<file path="src/rtl/adder_arbiter.sv">
// adder_arbiter -- round-robin arbiter in front of one shared NBIT adder.
//
// Requesters present operand pairs on req_valid/req_a/req_b. One requester
// is granted in IDLE (combinational one-hot req_ready), its operands are
// latched, summed in ADD and held on rsp_* in RESP until rsp_ready.
//
// Ports:
//   clk, rst_n          clock, asynchronous active-low reset
//   req_valid[NREQ]     requester i has an operand pair
//   req_a/req_b         operands, requester i at [i*NBIT +: NBIT]
//   req_ready[NREQ]     one-hot grant, IDLE only
//   rsp_valid/rsp_ready response handshake
//   rsp_sum/rsp_cout    (a+b) mod 2^NBIT and carry out
//   rsp_id              index of the requester owning the response
//   busy                high whenever not IDLE
module adder_arbiter #(
  parameter int NBIT = 32,
  parameter int NREQ = 4,
  localparam int IDW = (NREQ > 1) ? $clog2(NREQ) : 1
) (
  input  logic                 clk,
  input  logic                 rst_n,
  input  logic [NREQ-1:0]      req_valid,
  input  logic [NREQ*NBIT-1:0] req_a,
  input  logic [NREQ*NBIT-1:0] req_b,
  output logic [NREQ-1:0]      req_ready,
  output logic                 rsp_valid,
  input  logic                 rsp_ready,
  output logic [NBIT-1:0]      rsp_sum,
  output logic                 rsp_cout,
  output logic [IDW-1:0]       rsp_id,
  output logic                 busy
);

  typedef enum logic [1:0] {IDLE, ADD, RESP} state_t;

  state_t                    state, state_nxt;
  logic [IDW-1:0]            ptr, gnt_idx, op_id;
  logic [NBIT-1:0]           op_a, op_b;
  logic [NREQ-1:0]           ptr_mask, hi_valid;
  logic                      gnt_any, grant;
  logic [NBIT:0]             add_out;
  logic [NREQ-1:0][NBIT-1:0] a_arr, b_arr;

  assign a_arr = req_a;
  assign b_arr = req_b;

  // Bits at or above the pointer. Requests there win first; if none are
  // pending, the lowest pending request overall wins, which is the wrap.
  assign ptr_mask = ~((NREQ'(1) << ptr) - NREQ'(1));
  assign hi_valid = req_valid & ptr_mask;
  assign gnt_any  = |req_valid;

  always_comb begin
    gnt_idx = '0;
    for (int i = NREQ-1; i >= 0; i--)
      if (req_valid[i]) gnt_idx = IDW'(i);
    for (int i = NREQ-1; i >= 0; i--)
      if (hi_valid[i]) gnt_idx = IDW'(i);
  end

  assign grant = (state == IDLE) && gnt_any;

  // The single shared adder, carry-in 0.
  assign add_out = {1'b0, op_a} + {1'b0, op_b};

  // State register
  always_ff @(posedge clk or negedge rst_n) begin
    if (!rst_n) state <= IDLE;
    else        state <= state_nxt;
  end

  // Next state
  always_comb begin
    state_nxt = state;
    case (state)
      IDLE:    if (gnt_any) state_nxt = ADD;
      ADD:     state_nxt = RESP;
      RESP:    if (rsp_ready) state_nxt = IDLE;
      default: state_nxt = IDLE;
    endcase
  end

  // Outputs. req_ready is also gated by rst_n so no grant is visible while
  // reset is held, even with requests pending.
  always_comb begin
    req_ready = '0;
    if (grant && rst_n) req_ready = NREQ'(1) << gnt_idx;
    busy = (state != IDLE);
  end

  // Operand latch, pointer and response registers
  always_ff @(posedge clk or negedge rst_n) begin
    if (!rst_n) begin
      ptr       <= '0;
      op_a      <= '0;
      op_b      <= '0;
      op_id     <= '0;
      rsp_valid <= 1'b0;
      rsp_sum   <= '0;
      rsp_cout  <= 1'b0;
      rsp_id    <= '0;
    end else begin
      if (grant) begin
        op_a  <= a_arr[gnt_idx];
        op_b  <= b_arr[gnt_idx];
        op_id <= gnt_idx;
        ptr   <= (gnt_idx == IDW'(NREQ-1)) ? '0 : gnt_idx + IDW'(1);
      end
      if (state == ADD) begin
        rsp_sum   <= add_out[NBIT-1:0];
        rsp_cout  <= add_out[NBIT];
        rsp_id    <= op_id;
        rsp_valid <= 1'b1;
      end else if (state == RESP && rsp_ready) begin
        rsp_valid <= 1'b0;
      end
    end
  end

endmodule

</file>
<file path="config.mk">
export PLATFORM = sky130hd
export DESIGN_NAME = adder_arbiter
export DESIGN_NICKNAME = d
export VERILOG_FILES = /design/src/rtl/adder_arbiter.sv
export SDC_FILE = /design/constraint.sdc
export NUM_CORES = 1
export LEC_CHECK = 0
export ABC_AREA = 0
export CAP_MARGIN = 20
export CORE_MARGIN = 4
export CORE_UTILIZATION = 41
export DETAILED_ROUTE_END_ITERATION = 16
export PLACE_DENSITY = 0.8
export SETUP_SLACK_MARGIN = 0.3
export SYNTH_ARGS = -nofsm -noshare
export SYNTH_HDL_FRONTEND = slang
export SYNTH_SLANG_ARGS = --single-unit
</file>
<file path="constraint.sdc">
create_clock -name clk -period 2.2 [get_ports clk]
set_input_delay 0.44 -clock clk [delete_from_list [all_inputs] [get_ports clk]]
set_output_delay 0.44 -clock clk [all_outputs]
set_load 0.02 [all_outputs]
</file>
; ---- Word-level counts from Yosys, hierarchy flattened
; Index checks and enable logic that the tools add are counted.
[op_classes]
add_sub_neg = 3
n_mul = 0
div = 0
order_cmp = 1
n_eq_ne = 5
shift = 2
muxes = 19
bitwise_logic = 2
n_reduce_logical = 8
[op_table]
columns = cell, count
row1 = 32-bit binary-select mux with 2-bit select, 2
row2 = 32-bit 2-to-1 mux, 2
row3 = 32-bit by 32-bit adder with 33-bit output, 1
row4 = 2-bit 2-to-1 mux, 11
row5 = 1-bit by 2-bit left shift with 4-bit output (first input constant), 2
row6 = 2-bit one-hot mux with 3 select lines, 1
row7 = 4-bit AND, 1
row8 = 2-bit equality test (second input constant), 2
row9 = 4-bit 2-to-1 mux, 1
row10 = 2-bit inequality test (second input constant), 2
row11 = 4-bit inverter, 1
row12 = 2-bit nonzero test, 2
row13 = 4-bit OR reduction, 1
row14 = 4-bit by 2-bit subtractor with 4-bit output (second input constant), 1
row15 = 1-bit logical AND, 3
row16 = 2-bit by 3-bit < comparator with 1-bit output (second input constant), 1
row17 = 2-bit by 1-bit adder with 2-bit output (second input constant), 1
row18 = 2-bit by 1-bit equality test with 1-bit output (second input constant), 1
row19 = 2-bit zero test, 1
row20 = 1-bit 2-to-1 mux, 2
row21 = 2-bit AND reduction, 1
[totals]
reg_bits = 106
latch_bits = 0
mem_bits_rw = 0
mem_bits_ro = 0
inputBits = 263
wordCells = 49
memories = 0

; ---- Longest topological paths before layout
[depth]
word_depth = 10
mapped_depth = 10

; ---- Least setup slack after synthesis
; OpenSTA, ideal clock, no wires.
[synth_path]
kind = register -> output
startpoint = reg ptr[1]
endpoint = out req_ready[0]
arrival_time_ps = 1954
required_time_ps = 1760
path_slack_ps = -194
stages_incl_launch_ff = 9
n_path_buf = 2
cell_sequence = dfrtp_1 nand3_1 a21oi_1 a211oi_1 clkbuf_1 clkbuf_1 inv_1 ha_1 and3_1
[synth_between]
elab_chain_cells = 10
[synth_rtl]
columns = item, line_no
row1 = from (decl), 38  ; logic [IDW-1:0] ptr, gnt_idx, op_id;
row2 = from (signal assigned), 108  ; ptr <= (gnt_idx == IDW'(NREQ-1)) ? '0 : gnt_idx + IDW'(1);
row3 = 1-bit by 2-bit left shift with 4-bit output (*), 50  ; assign ptr_mask = ~((NREQ'(1) << ptr) - NREQ'(1));
row4 = 4-bit by 2-bit subtractor with 4-bit output (*), 50
row5 = 4-bit inverter (*), 50
row6 = 4-bit AND (*), 51  ; assign hi_valid = req_valid & ptr_mask;
row7 = 2-bit 2-to-1 mux (3 in series), 59  ; if (hi_valid[i]) gnt_idx = IDW'(i);
row8 = 2-bit 2-to-1 mux (*), 59
row9 = via gnt_idx[1], 38
row10 = 1-bit by 2-bit left shift with 4-bit output (*), 88  ; if (grant && rst_n) req_ready = NREQ'(1) << gnt_idx;
row11 = 4-bit 2-to-1 mux (*), 88
row12 = to (decl), 26  ; output logic [NREQ-1:0] req_ready,
; Mark *: on every way through the listed nets, which the timed path passes. The rest lies on a longest branch.

; ---- Worst setup path after layout
[layout_path]
startpoint = reg op_b[0]
endpoint = reg rsp_sum[18]
[layout_between]
elab_chain_cells = 1
[layout_rtl]
columns = item, line_no
row1 = from (decl), 39  ; logic [NBIT-1:0] op_a, op_b;
row2 = from (signal assigned), 106  ; op_b <= b_arr[gnt_idx];
row3 = 32-bit by 32-bit adder with 33-bit output, 65  ; assign add_out = {1'b0, op_a} + {1'b0, op_b};
row4 = to (signal assigned), 111  ; rsp_sum <= add_out[NBIT-1:0];
row5 = to (decl), 29  ; output logic [NBIT-1:0] rsp_sum,
; Every way passes these cells.
; A chain may end at the register's enable or synchronous reset.

==> flow_summary.yaml <==
layout:
  finalNonFillerCells: 1798
  area.sequential_um2: 2660
  fill_cells: 881
  finish.utilization_pct: 84.6
  drive_gt1_share_pct: 37.9
  syn_to_final_growth_pct: 100
  stdcell_area_um2: 15500
  multi_input_comb_area_um2: 6810
  nNetsFinal: 1856
global_route:
  use_met1_pct: 38.3
  grt_max_degree: 109
  grt_use_total_pct: 32.2
  globalRouteMet2Util_pct: 53.8
  grt_pass1_wl_mm: 54.2
  antenna_found_initial: 7
  met3_usage_pct: 7.33
  grt_pass1_vias: 10200
  grt.busiest_layer: "met2"
  grt.overflow.total: 0
sta:
  fmax_ghz: 0.358
  setup_viol: 81
  slew_viol_final: 0
  setup_tns_ns: -17.68
  period_needed_ns: 2.80
  fin_ws_ns: -0.596
  hold_viol: 0
  worst_hold_slack_ns: 0.234
  finalCritPeriodShare_pct: 127
  worst_pin_slew_ns: 0.574
  fin_skew_ns: 0.0335
  rsz0062_at_grt: "yes"
  relSlewSlack_pct: 61.7
floorplanning:
  ioPinCount: 304
  rows: 49
  core_um2: 18300
  start_util_pct: 42.3
  die_w_um: 145
  die_y_um: 145
  die_area_um2: 21100
status:
  status: "complete, but fails checks"
  failed_checks: "setup timing"
detailed_routing:
  post_drt_wl_per_cell_um: 24.3
  drtAntennaViolNets: 0
  via_per_inst: 6.11
  drc: 0
  first_pass_iters: 6
  wl_mm: 43.7
  drt_iter0_drc: 969
  vias: 11000
synthesis:
  synth_fp_nets: 1434
  synth_top_cell_by_area: "dfrtp_1"
  syn_area_um2: 7720
  ys_top_cells_by_count: "nand2_1 (460), o21ai_0 (172), dfrtp_1 (106)"
  synthFlopType: "dfrtp_1"
  synth.most_common_cell: "nand2_1"
  ys_seq_area_share_pct: 34.4
  syn_area_per_cell_um2: 6.81
  syn_inst: 1134
  yosysWarnings: 0
  ys_seq_elements: 106
  synthTopCellsByArea: "dfrtp_1 (34%), nand2_1 (22%), o21ai_0 (11%)"
  synthArstFlopShare_pct: 100
  synth.distinct_cells: 56
  synth.top_cell.area_share_pct: 34.4
  synth_edf_count: 0
setup_path:
  critPathMaxFanout: 3
  crit_required_ns: 2.43
  startpoint_type: "register"
  critPathKind: "reg -> reg"
  worstPathArrival_ns: 3.03
  setup.worst_path.end_class: "register"
clock_network:
  cts_tree: "done"
  cts_buffers: 9
  cts_sinks: 106
  h-tree-depth: 3
  clk_path_buf_depth: 2
  cts_root_buf: "clkbuf_16"
  clk_latency_ns: 0.38
  clk_pin_slew_worst_paths_ns: 0.10
place:
  place_inst: 1697
  dp_hpwl_mm: 22.8
  place.port_buffers: 303
  gp_congestion: 0.886
  placed_area_um2: 11800
  place_ws_ns: -0.773
power:
  intPower_mw: 13.0
  ir_drop_v: 0.00100
  seqPwrFrac_pct: 16.0
  powerDensity_nw_per_um2: 1640
  power.switching_mw: 12.3
  p_leak_nw: 6.88
  total_power_mw: 25.3
  pwr-share-clk_pct: 7.4
  swShare_pct: 48.7
  power_frac_comb_pct: 76.6
job:
  maxCapViolCount: 0
hold_path:
  hold_path_class: "in -> async"
placed cells by master (no fill, tap or decap), types with 7 or more instances in the layout:
cell | netlist | routed
o21ai_2 | 0 | 64
ha_4 | 0 | 18
a21oi_2 | 1 | 11
a21oi_1 | 42 | 26
o21ai_1 | 2 | 89
nand2_4 | 0 | 90
nor3_1 | 7 | 7
o21ai_0 | 172 | 17
dfrtp_2 | 0 | 8
buf_16 | 0 | 21
clkdlybuf4s50_1 | 0 | 293
xnor2_2 | 0 | 7
nand3_2 | 0 | 54
nand2_2 | 0 | 78
a21o_1 | 8 | 8
ha_1 | 36 | 17
diode_2 | 0 | 8
nand3_1 | 75 | 18
nand2_1 | 460 | 292
nand4_1 | 7 | 7
inv_1 | 16 | 13
buf_4 | 0 | 111
buf_12 | 0 | 14
dfrtp_1 | 106 | 98
nor2_1 | 24 | 21
clkbuf_16 | 0 | 15
buf_6 | 0 | 31
cell type report:
| type | instances | area share [%] |
|---|---|---|
| Antenna cell | 8 | 0.130 |
| Clock buffer | 11 | 1.57 |
| Clock inverter | 5 | 0.559 |
| Inverter | 16 | 0.591 |
| Multi-Input combinational cell | 937 | 44.1 |
| Sequential cell | 106 | 17.2 |
| Tap cell | 229 | 1.85 |
| Timing Repair Buffer | 486 | 34.0 |
sequential cells by signal, summed over array words and instances, names as in the netlist:
name       flops
rsp_sum       32
rsp_valid      1
state          2
rsp_id         2
op_a          32
rsp_cout       1
op_b          32
op_id          2
ptr            2
kinds of logic (layout without fill, tap and decap cells):
logic type               count (synthesis)  after routing  share of synthesized area, %
AND/OR/NAND/NOR                        606            606                          32.4
AO/OA/AOI/OAI                          272            272                          20.0
flip-flops                             106            106                          34.4
buffers and inverters                   91            518                          4.63
adder cells (fa/ha/maj)                 37             37                          6.09
XOR/XNOR                                21             21                          2.38
multiplexers                             1              1                         0.130
other                                    0              8                             0
critical path, stage by stage, from the launching register on:
cell,delay (ns)
dfrtp_1,0.43
ha_2,0.23
fa_2,0.24
a21oi_4,0.07
o211a_1,0.26
or4_4,0.53
a211oi_4,0.34
buf_4,0.16
nor2_1,0.04
xor2_1,0.24
o21ai_1,0.11
routing by layer:
metal	vias up	part of all wire (%)
met1	5158	34
li1	4701	-
met5	-	0.030
met4	2	8.5
met3	285	11
met2	839	47
power groups by stage:
stage / combinational, mW / sequential, mW / clock (mW)
after floorplan: 7.21 / 3.88 / 0
after global placement: 12.0 / 3.77 / 0
after detailed placement: 12.2 / 3.81 / 0
after CTS: 15.5 / 3.83 / 1.81
after global routing: 20.4 / 4.09 / 1.93
final: 19.3 / 4.05 / 1.87
timing repair:
action                                 in CTS  in global routing
resized for setup                         435                298
pin swaps                                 129                120
setup buffers                              30                 22
cloned                                     18                  6
hold buffers                                1                  0
endpoints found under the hold margin       2                  0
setup endpoints to repair                 101                 98
worst paths after layout:
check	startpoint	endpoint	slack, ns	depth (start not counted)
min in group clk	rsp_id[0]$_DFFE_PN0P_	rsp_id[0]$_DFFE_PN0P_	0.49	2
hold / removal	rst_n	op_a[3]$_DFFE_PN0P_	0.23	2
setup reg to reg	op_b[0]$_DFFE_PN0P_	rsp_sum[18]$_DFFE_PN0P_	-0.60	10
hold reg to reg	rsp_id[0]$_DFFE_PN0P_	rsp_id[0]$_DFFE_PN0P_	0.49	2
max in group asynchronous	rst_n	ptr[1]$_DFFE_PN0P_	1.47	2
setup / recovery	op_b[0]$_DFFE_PN0P_	rsp_sum[18]$_DFFE_PN0P_	-0.60	10
Note: power is estimated with default switching activity, not from simulation.
